--- config.mk ---
export PLATFORM = sky130hd
export DESIGN_NAME = pool2_f2_writer
export DESIGN_NICKNAME = d
export VERILOG_FILES = /design/src/rtl/pool2_f2_writer_pkg.sv /design/src/rtl/pool2_f2_writer_pool_max_lanes.sv /design/src/rtl/pool2_f2_writer.sv
export SDC_FILE = /design/constraint.sdc
export NUM_CORES = 1
export LEC_CHECK = 0
export ABC_AREA = 1
export BUFFER_PORTS_ARGS = -buffer_cell sky130_fd_sc_hd__buf_2
export CORE_MARGIN = 2
export CORE_UTILIZATION = 32
export DETAILED_ROUTE_END_ITERATION = 6
export GPL_TIMING_DRIVEN = 0
export PLACE_DENSITY_LB_ADDON = 0.1
export SYNTH_ARGS = -nofsm -noshare
export SYNTH_HDL_FRONTEND = slang
export SYNTH_SLANG_ARGS = --single-unit
--- constraint.sdc ---
create_clock -name clk -period 21.7 [get_ports clk]
set_clock_uncertainty 0.15 [all_clocks]
set_input_delay 4.34 -clock clk [delete_from_list [all_inputs] [get_ports clk]]
set_output_delay 4.34 -clock clk [all_outputs]
set_load 0.05 [all_outputs]
--- src/rtl/pool2_f2_writer_pkg.sv ---
// Shared definitions for the pool2 -> f2_ram writer: lane geometry,
// RAM address width and the frame control state encoding.
package pool2_f2_writer_pkg;

  localparam int LANES  = 6;
  localparam int LANE_W = 16;
  localparam int WORD_W = LANES * LANE_W;
  localparam int ADDR_W = 10;

  typedef enum logic [1:0] {
    IDLE = 2'd0,
    RUN  = 2'd1,
    DONE = 2'd2
  } state_t;

endpackage

--- src/rtl/pool2_f2_writer_pool_max_lanes.sv ---
// Lane-wise signed maximum of two packed 6x16-bit words.
// Ties return b, which is bit-identical to a in that case.
module pool_max_lanes
  import pool2_f2_writer_pkg::*;
(
  input  logic [WORD_W-1:0] a,
  input  logic [WORD_W-1:0] b,
  output logic [WORD_W-1:0] y
);

  // Each lane is compared as a two's-complement value independently.
  always_comb begin
    y = '0;
    for (int k = 0; k < LANES; k++) begin
      y[k*LANE_W +: LANE_W] =
        ($signed(a[k*LANE_W +: LANE_W]) > $signed(b[k*LANE_W +: LANE_W])) ?
        a[k*LANE_W +: LANE_W] : b[k*LANE_W +: LANE_W];
    end
  end

endmodule

--- src/rtl/pool2_f2_writer.sv ---
// 2x2 stride-2 max pooling of the conv2 output stream, writing one pooled
// 6-lane word per window into f2_ram. Even rows build half-window maxima in a
// line buffer; odd rows fold them with the current pair to finish windows.
module pool2_f2_writer
  import pool2_f2_writer_pkg::*;
#(
  parameter int MAP_W     = 10,
  parameter int MAP_H     = 10,
  parameter int N_GROUPS  = 3,
  parameter int BASE_ADDR = 0
) (
  input  logic              clk,
  input  logic              rst,
  input  logic              start,
  input  logic              conv_valid,
  input  logic [WORD_W-1:0] conv_data,
  output logic              conv_ready,
  output logic [WORD_W-1:0] f2_wdata,
  output logic              f2_wr_en,
  output logic [ADDR_W-1:0] f2_waddr,
  output logic              busy,
  output logic              done
);

  localparam int HALF_W    = MAP_W / 2;
  localparam int HALF_H    = MAP_H / 2;
  localparam int GRP_WORDS = HALF_W * HALF_H;
  localparam int COL_W     = (MAP_W > 1) ? $clog2(MAP_W) : 1;
  localparam int ROW_W     = (MAP_H > 1) ? $clog2(MAP_H) : 1;
  localparam int GRP_W     = (N_GROUPS > 1) ? $clog2(N_GROUPS) : 1;
  localparam int LB_W      = (HALF_W > 1) ? $clog2(HALF_W) : 1;

  state_t             state;
  logic [COL_W-1:0]   col;
  logic [ROW_W-1:0]   row;
  logic [GRP_W-1:0]   grp;

  logic [WORD_W-1:0]  pair_q;
  logic [WORD_W-1:0]  line_buf [HALF_W];

  logic               beat_fire;
  logic               last_col;
  logic               last_row;
  logic               last_grp;
  logic               win_done;
  logic               final_beat;
  logic [LB_W-1:0]    lb_idx;
  logic [WORD_W-1:0]  lb_rd;
  logic [WORD_W-1:0]  max_lb;
  logic [WORD_W-1:0]  max_pair;
  logic [ADDR_W-1:0]  addr_next;

  assign beat_fire  = conv_valid & conv_ready;
  assign last_col   = (col == COL_W'(MAP_W - 1));
  assign last_row   = (row == ROW_W'(MAP_H - 1));
  assign last_grp   = (grp == GRP_W'(N_GROUPS - 1));
  assign win_done   = beat_fire & row[0] & col[0];
  assign final_beat = beat_fire & last_col & last_row & last_grp;
  assign lb_idx     = LB_W'(col >> 1);
  assign lb_rd      = line_buf[lb_idx];

  pool_max_lanes u_max_lb (
    .a (lb_rd),
    .b (conv_data),
    .y (max_lb)
  );

  pool_max_lanes u_max_pair (
    .a (pair_q),
    .b (conv_data),
    .y (max_pair)
  );

  // Output word address; arithmetic is modulo 2^ADDR_W so it wraps naturally.
  always_comb begin
    addr_next = ADDR_W'(BASE_ADDR)
              + ADDR_W'(grp) * ADDR_W'(GRP_WORDS)
              + ADDR_W'(row >> 1) * ADDR_W'(HALF_W)
              + ADDR_W'(col >> 1);
  end

  // Pooling storage: always written before being read, so it carries no reset.
  always_ff @(posedge clk) begin
    if (beat_fire) begin
      if (!row[0]) begin
        if (!col[0]) pair_q <= conv_data;
        else         line_buf[lb_idx] <= max_pair;
      end else if (!col[0]) begin
        pair_q <= max_lb;
      end
    end
  end

  // Frame control, raster counters and registered write-port outputs.
  always_ff @(posedge clk or posedge rst) begin
    if (rst) begin
      state      <= IDLE;
      col        <= '0;
      row        <= '0;
      grp        <= '0;
      conv_ready <= 1'b0;
      busy       <= 1'b0;
      done       <= 1'b0;
      f2_wr_en   <= 1'b0;
      f2_waddr   <= '0;
      f2_wdata   <= '0;
    end else begin
      f2_wr_en <= 1'b0;
      done     <= 1'b0;
      case (state)
        IDLE: begin
          if (start) begin
            state      <= RUN;
            conv_ready <= 1'b1;
            busy       <= 1'b1;
            col        <= '0;
            row        <= '0;
            grp        <= '0;
          end
        end
        RUN: begin
          if (beat_fire) begin
            col <= last_col ? '0 : col + 1'b1;
            if (last_col) begin
              row <= last_row ? '0 : row + 1'b1;
              if (last_row) grp <= last_grp ? '0 : grp + 1'b1;
            end
            if (win_done) begin
              f2_wr_en <= 1'b1;
              f2_wdata <= max_pair;
              f2_waddr <= addr_next;
            end
            if (final_beat) begin
              state      <= DONE;
              conv_ready <= 1'b0;
              busy       <= 1'b0;
            end
          end
        end
        DONE: begin
          state <= IDLE;
          done  <= 1'b1;
        end
        default: state <= IDLE;
      endcase
    end
  end

endmodule

Word-level counts from Yosys, hierarchy flattened
Memory sizes are Yosys's and may differ from the RTL's. Cells that the tools add are included.

Add/subtract/negate cells: 5. $mul: 2. Magnitude comparators: 12. Eq/ne operators: 10. Multiplexer cells: 45. Bitwise operators: 7. Reduce and logical (&&, ||, !) cells: 9.

Operators with widths (number): two-way mux 96 bit (3); > comparator 16 bit (12); two-way mux 16 bit (12); two-way mux 4 bit (6); two-way mux 2 bit (8); one-hot mux 4 bit (2 select lines) (2); two-way mux 1 bit (11); != test 2 bit, second input constant (5); adder 8 x 3 -> 9 bit (1); AND reduction 3 bit (3); adder 4 x 1 -> 4 bit, second input constant (2); adder 7 x 6 -> 8 bit (1); equality test 4 bit, second input constant (2); one-hot mux 2 bit (2 select lines) (2); AND reduction 4 bit (2); multiplier 2 x 5 -> 7 bit, second input constant (1); AND 1 bit (6); multiplier 3 x 3 -> 6 bit, second input constant (1); AND reduction 5 bit (1); equality test 2 bit, second input constant (2); adder 2 x 1 -> 2 bit, second input constant (1); equality test 2 x 1 -> 1 bit, second input constant (1); zero test 2 bit (1); one-hot mux 1 bit (2 select lines) (1); 3 further kinds (3).

Bits in registers: 217. Bits in writable memories: 480. Word-level logic and storage cells: 101. Memories kept: 1.

Memory list: line_buf (words 5, width 96, rd ports 1, clocked after Yosys merged registers in 0, wr ports 1, RTL line pool2_f2_writer.sv:39) `logic [WORD_W-1:0] line_buf [HALF_W];`.

Logic depth before layout (Yosys ltp)
Gate-level depths: netlist of run 1.

Word-level depth: 7. Mapped depth: 22.

Hierarchy
Synthesis of run 1 repeated with hierarchy kept, for this count alone.

Cell total of the unflattened synthesis: 3776. Area, all modules: 36407.4 sq um.

By module, submodules not included: pool2_f2_writer (instances 1, cells an instance 2242, area an instance 27188.6 sq um, sequential area each 20274.4 sq um); pool_max_lanes (instances 2, cells an instance 767, area an instance 4609.4 sq um, sequential area each 0.0 sq um).

Worst setup path before layout of run 1
No wires, ideal clock.

Path type: input to register. From: input conv_valid. To: memory line_buf[4][0] (netlist bit), enable pin. Arrival: 13.755 ns. Required time: 20.764 ns. Setup slack: 7.009 ns. Cell stages on the path: 4. Buffers on the path: 0. Cell sequence: nand2_1 > inv_1 > nand3_1 > nor4_1.

Longest elaborated chain between the ends: 3.

Ends and longest elaborated chain: start, declared (RTL line pool2_f2_writer.sv:15) `input logic conv_valid,`; AND 1 bit (RTL line pool2_f2_writer.sv:53) `assign beat_fire = conv_valid & conv_ready;`; two-way mux 1 bit (RTL line pool2_f2_writer.sv:84) `if (beat_fire) begin`; two-way mux 1 bit (not written as such) (RTL line pool2_f2_writer.sv:87) `else line_buf[lb_idx] <= max_pair;`; end, declared (RTL line pool2_f2_writer.sv:39).

Every way passes these cells.

Final worst setup path of run 1
From: input conv_valid. To: memory line_buf[4][18] (netlist bit), enable pin.

Same word-level chain as after synthesis.

==> flow_metrics.tcl, run 1 <==
set metrics [dict create \
    htree_levels 3 \
    clk_pin_slew_worst_paths_ps 50 \
    vias 24190 \
    yosysWarningCount 0 \
    grt_pass1_vias 24052 \
    whs_path_depth 2 \
    max_slew.worst_pin.slew_ps 927 \
    die_w_um 331 \
    final_hold_viol_count 0 \
    clk_latency_ps 640 \
    dr.pass1.iters 6 \
    yosysSeqAreaShare_pct 59.1 \
    layout.nets 3973 \
    synth-seq-cells 695 \
    start_util_pct 32.2 \
    drv_slew 0 \
    fin_crit_ps 6850 \
    relSlewSlack_pct 38.0 \
    vias_per_cell 4.72 \
    drive_above_1_share_pct 14.0 \
    grt_first_pass_wirelength_um 151000 \
    cts-root-buf "clkbuf_16" \
    setup.worst_path.start_class "input pin" \
    top_layer "met5" \
    maxCapViolations 0 \
    cts_tree "yes" \
    timing.fmax_ghz 0.146 \
    crit_path_end_kind "flop" \
    cts.sinks 695 \
    worst_ir_drop_vdd_mv 0.0853 \
    area_growth_pct 17.8 \
    cp_max_fo 7 \
    core_area_um2 107000 \
    postCtsSetupRepairBufs 0 \
    holdWs_ps 323 \
    drtIter0Drc 1527 \
    r2r-end "pair_q[69]$_DFFE_PP_" \
    utilization_pct 37.9 \
    cts-resized-gates 0 \
    cp-startpoint "conv_valid" \
    grt_overflow 0 \
    port_buffers 207 \
    syn_inst 3321 \
    reg2reg_from "col[3]$_DFFE_PP0P_" \
    hp-start "f2_wdata[83]$_DFFE_PP0P_" \
    antenna_found_initial 3 \
    rsz0062_at_grt "no" \
    outcome "complete, no violations" \
    drcViolationCount 0 \
    grt_max_degree 69 \
    min_to "f2_wdata[83]$_DFFE_PP0P_" \
    cts_buffer_depth 3 \
    avgRoutedWirePerCell_um 19.5 \
    syn_area_per_cell_um2 10.3 \
    arrival_ps 7040 \
    dieArea_um2 110000 \
    cellPowerDensity_nw_per_um2 151 \
    finalCritPeriodShare_pct 31.6 \
    routed_wl_um 100000 \
    wl_met1_um 48300 \
    ant_nets 0 \
    ys_types 45 \
    fin_cells 5130 \
    placed_cells 4974 \
    reg2reg_depth 18 \
    p_leak_nw 17.8 \
    placed_area_um2 37800 \
    place.gp.congestion 0.800 \
    reg2reg_slack_ps 17080 \
    num_rows 120 \
    fin_area_um2 40400 \
    grt_usage_pct 18.2 \
    wl_met2_um 45800 \
    setup.worst_path.class "in -> reg" \
    cp.required_ps 21890 \
    netlist_area_um2 34300 \
    setup_viol 0 \
    dp_hpwl_um 72000 \
    die_h_um 331 \
    tns_ps 0 \
    dr_wl_met3_um 4050 \
    cts_buffers 85 \
    hp-class "reg -> reg" \
    io_pins 210 \
    cts_hold_buf 0 \
]
metrics by stage:
step,worst slack (ps),total power [mW]
final,14850,6.10
after global routing,14610,6.56
after CTS,14820,6.20
after detailed placement,14140,4.82
after global placement,-3550,4.81
after floorplan,7010,3.87
cell families (layout without fill, tap and decap cells):
family	count (synthesis)	in the layout	share of synthesized area [%]
AND/OR/NAND/NOR	1582	1582	20.5
flip-flops	695	695	59.1
buffers and inverters	536	940	6.21
AO/OA/AOI/OAI	288	288	6.09
adder cells (fa/ha/maj)	215	215	7.93
XOR/XNOR	4	4	0.102
other	1	3	0.0109
per-layer routing:
metal | track usage [%] | up-vias
met4 | 4.75 | 2
li1 | - | 12078
met1 | 25.8 | 11544
met5 | 0 | -
met2 | 29.1 | 460
met3 | 2.72 | 106
report_power, final:
| part | total (mW) | leakage [nW] | switching (mW) | internal, mW |
|---|---|---|---|---|
| Combinational | 2.79 | 9.85 | 1.98 | 0.809 |
| Clock | 1.34 | 1.26 | 0.573 | 0.771 |
| Sequential | 1.97 | 6.70 | 0.104 | 1.87 |
layout make-up:
cell class,count,area [um^2]
Inverter,415,1560
Antenna cell,1,2.50
Clock inverter,48,348
Fill cell,10735,66200
Multi-Input combinational cell,2091,11900
Timing Repair Buffer,249,1710
Buffer,121,571
Clock buffer,107,2250
Tap cell,1403,1760
Sequential cell,695,20300
placed cells by master (no fill, tap or decap), drive strengths merged, types with 2 or more instances in the layout:
master	instances
a41oi	2
a21o	7
a21oi	85
nand4	194
nand2	986
ha	211
clkinv	32
nand3	163
a22o	6
fa	4
clkbuf	157
dfrtp	119
edfxtp	576
clkinvlp	7
o21ai	82
inv	421
and2	96
a22oi	37
o21a	7
o22ai	2
bufinv	3
buf	320
nor3	5
a211oi	3
conb	2
nor2	125
a2111oi	43
a31oi	9
xor2	4
nand3b	10
critical path, cell delays in order:
cell and delay, ps:
buf_2 150, nand2_1 160, inv_1 150, nand3_1 370, nor4_2 640, buf_4 290
buf_4 200, buf_4 190, buf_4 190, buf_4 180, buf_4 190
Yosys cell counts (all sizes together):
cell type	number	share of area, %
nand2	986	11
edfxtp	576	50
inv	415	4.5
ha	211	7.7
nand4	194	3.5
nand3	163	2.6
nor2	125	1.4
dfrtp	119	8.7
and2	96	1.8
a21oi	85	1.2
o21ai	82	1.2
buf	71	1.1
clkbuf	50	0.55
a2111oi	43	1.9
a22oi	37	0.81
nand3b	10	0.22
a31oi	9	0.16
a21o	7	0.15
o21a	7	0.15
a22o	6	0.15
nor3	5	0.12
fa	4	0.23
xor2	4	0.10
a211oi	3	0.066
a41oi	2	0.095
o22ai	2	0.036
a221o	1	0.029
a221oi	1	0.044
conb	1	0.011
nand2b	1	0.018
nor3b	1	0.022
nor4	1	0.018
o21bai	1	0.022
o31ai	1	0.022
o32ai	1	0.026
state kept, by name, summed over array words and instances (netlist names), 2 cells and up:
| name | flops |
|---|---|
| col | 4 |
| row | 4 |
| pair_q | 96 |
| state | 2 |
| line_buf | 480 |
| f2_wdata | 96 |
| f2_waddr | 8 |
| grp | 2 |
worst max path at each step:
stage	endpoint	slack [ps]	depth (start not counted)
after floorplan	line_buf[4][0]$_DFFE_PP_	7010	4
after global placement	line_buf[4][10]$_DFFE_PP_	-3550	5
after detailed placement	line_buf[4][10]$_DFFE_PP_	14140	11
after CTS	line_buf[4][18]$_DFFE_PP_	14820	11
after global routing	line_buf[4][18]$_DFFE_PP_	14610	11
final	line_buf[4][18]$_DFFE_PP_	14850	11
No activity file was read; power rests on OpenSTA's default activity.
==> run 2, diff against run 1 <==
==> constraint.sdc (replaced) <==
create_clock -name clk -period 6.5 [get_ports clk]
set_clock_uncertainty 0.15 [all_clocks]
set_input_delay 1.3 -clock clk [delete_from_list [all_inputs] [get_ports clk]]
set_output_delay 1.3 -clock clk [all_outputs]
set_load 0.05 [all_outputs]
==> run 2 against run 1 <==
  * Cell count barely moved
  * Utilization up 0.30 points
  * Combinational power grew to 3.3 times the previous value
  * Sequential power grew to 3.3 times the previous value
  * Largest power group unchanged
  * Total power grew to 3.4 times the previous value
  * Global-route usage fell by 0.30 points
  * Flip-flop and latch count stayed put
==> flow_metrics.tcl, run 2 (synthesis results as in run 1) <==
set metrics [dict create \
    cts_buffers 84 \
    p_int_mw 11.9 \
    ant_nets 0 \
    dr.pass1.iters 5 \
    holdWs_ps 320 \
    cp_max_fo 10 \
    fin_crit_ps 4730 \
    arrival_ps 4950 \
    top_regs "line_buf: 480 flops, f2_wdata: 96 flops, pair_q: 96 flops" \
    final_common_cell "nand2_1" \
    vias 24169 \
    reg2reg_slack_ps 1770 \
    num_rows 120 \
    cts_buffer_depth 3 \
    postCtsSetupRepairBufs 0 \
    largest_register_ffs 480 \
    reg2reg_depth 19 \
    cellPowerDensity_nw_per_um2 510 \
    r2r-end "pair_q[91]$_DFFE_PP_" \
    crit_path_end_kind "flop" \
    dp_hpwl_um 70700 \
    swShare_pct 42.5 \
    dpl_worst_slack_ps 1730 \
    mostFrequentLayoutCells "979 x nand2_1, 576 x edfxtp_1, 407 x inv_1" \
    reg2reg_from "col[3]$_DFFE_PP0P_" \
    setup.worst_path.start_class "flop" \
    top_register "line_buf" \
    io_pins 210 \
    max_slew.worst_pin.slew_ps 994 \
    path_cells "buf_2, nor2_1, nand2_1, inv_2, buf_2, buf_2, a211oi_1, inv_1, ha_1, nand2_1, nor2_1, nand2_1, nand2_1, nand2_1, nand2_1, nand2_1, nand3_1, clkbuf_1, o21ai_1" \
    cp-startpoint "col[3]$_DFFE_PP0P_" \
    cts_hold_buf 0 \
    cp_top_family "buffers and inverters" \
    grt_first_pass_wirelength_um 149000 \
    cts_tree "yes" \
    htree_levels 3 \
    layout.nets 3964 \
    grt_pass1_vias 23918 \
    grt_usage_pct 17.9 \
    die_w_um 331 \
    clk_latency_ps 650 \
    cpMostUsedCell "nand2_1" \
    setup_viol 0 \
    p_comb_share_pct 44.4 \
    core_area_um2 107000 \
    setup.worst_path.class "reg -> reg" \
    timing.fmax_ghz 0.212 \
    drv_slew 0 \
    placed_cells 4966 \
    worst_ir_drop_vdd_mv 0.261 \
    vias_per_cell 4.72 \
    cts-resized-gates 0 \
    setup_ws_ps 1770 \
    cts-root-buf "clkbuf_16" \
    slowest_delay_ps 890 \
    drtIter0Drc 1578 \
    p_leak_nw 17.9 \
    final_hold_viol_count 0 \
    endpoint "pair_q[91]$_DFFE_PP_" \
    drive_above_1_share_pct 14.1 \
    maxCapViolations 0 \
    cts.sinks 695 \
    fin_area_um2 40700 \
    outcome "complete, no violations" \
    port_buffers 207 \
    rsz0062_at_grt "no" \
    clk_pin_slew_worst_paths_ps 60 \
    dieArea_um2 110000 \
    cp_slowest_cell "a211oi_1" \
    cp.required_ps 6720 \
    p_seq_share_pct 31.7 \
    grt_overflow 0 \
    start_util_pct 32.2 \
    area_growth_pct 18.8 \
    cp_num_cells 19 \
    die_h_um 331 \
    placed_area_um2 37800 \
    finalCritPeriodShare_pct 72.7 \
    routed_wl_um 99000 \
    place.gp.congestion 0.810 \
    switchingPower_mw 8.84 \
    avgRoutedWirePerCell_um 19.3 \
    p_clk_share_pct 23.9 \
    drcViolationCount 0 \
    antenna_found_initial 3 \
    hp-class "reg -> reg" \
    fin_cells 5125 \
    relSlewSlack_pct 33.4 \
    cp_num_buf_inv 6 \
    grt_max_degree 69 \
]
[run 2: cell types whose count changed in the layout (fill, tap and decap cells not counted), moves of 4 or more]
cell,before,now
buf_4,31,12
buf_6,1,7
buf_8,0,4
bufinv_16,3,13
clkbuf_8,2,6
clkinv_1,15,9
clkinvlp_4,7,3
[run 2: stage by stage]
step | power, mW | util (%) | setup TNS (ps)
after floorplan | 12.9 | - | 0
after global placement | 16.0 | 34.8 | -2444610
after detailed placement | 16.1 | 35.5 | 0
after CTS | 21.1 | 38.2 | 0
after global routing | 22.3 | 38.2 | 0
final | 20.8 | 38.2 | 0
[run 2: worst reg2reg max path, stage by stage (launching register included)]
cell,delay (ps)
dfrtp_1,360
buf_2,300
nor2_1,110
nand2_1,150
inv_2,110
buf_2,270
buf_2,320
a211oi_1,890
inv_1,120
ha_1,310
nand2_1,50
nor2_1,160
nand2_1,70
nand2_1,60
nand2_1,60
nand2_1,60
nand2_1,40
nand3_1,170
clkbuf_1,540
o21ai_1,170
[run 2: worst min-delay path by stage]
stage	start	end	slack [ps]	depth (start not counted)
global route	f2_wdata[52]$_DFFE_PP0P_	f2_wdata[52]$_DFFE_PP0P_	350	2
floorplan	state[0]$_DFFE_PP0P_	done$_DFF_PP0_	330	1
detailed placement	f2_wdata[8]$_DFFE_PP0P_	f2_wdata[8]$_DFFE_PP0P_	310	2
global placement	f2_wdata[35]$_DFFE_PP0P_	f2_wdata[35]$_DFFE_PP0P_	310	2
CTS	f2_wdata[42]$_DFFE_PP0P_	f2_wdata[42]$_DFFE_PP0P_	330	2
finish	f2_wdata[42]$_DFFE_PP0P_	f2_wdata[42]$_DFFE_PP0P_	320	2
[run 2: power groups by stage]
stage	logic (mW)	clock network (mW)	registers, mW
3_3_place_gp	9.24	0	6.78
5_1_grt	10.4	5.26	6.68
2_1_floorplan	5.29	0	7.64
6_report	9.23	4.97	6.59
4_1_cts	9.44	5.11	6.60
3_5_place_dp	9.39	0	6.68
[run 2: metal layers]
metal	GRT usage, %	vias up	share of wire (%)
li1	-	12059	-
met1	25.4	11534	48
met2	28.5	456	45
met3	2.62	116	4.3
met4	5.03	4	2.2
met5	0	-	0.023
[run 2: layout make-up]
class | instances | area [um^2]
repair buffers | 241 | 1720
plain buffers | 121 | 571
clock buffers | 109 | 2300
multi-input cells | 2091 | 11900
fillers | 10635 | 65900
clock inverters | 48 | 599
diodes | 2 | 5.00
inverters | 415 | 1560
well taps | 1403 | 1760
flip-flops and latches | 695 | 20300
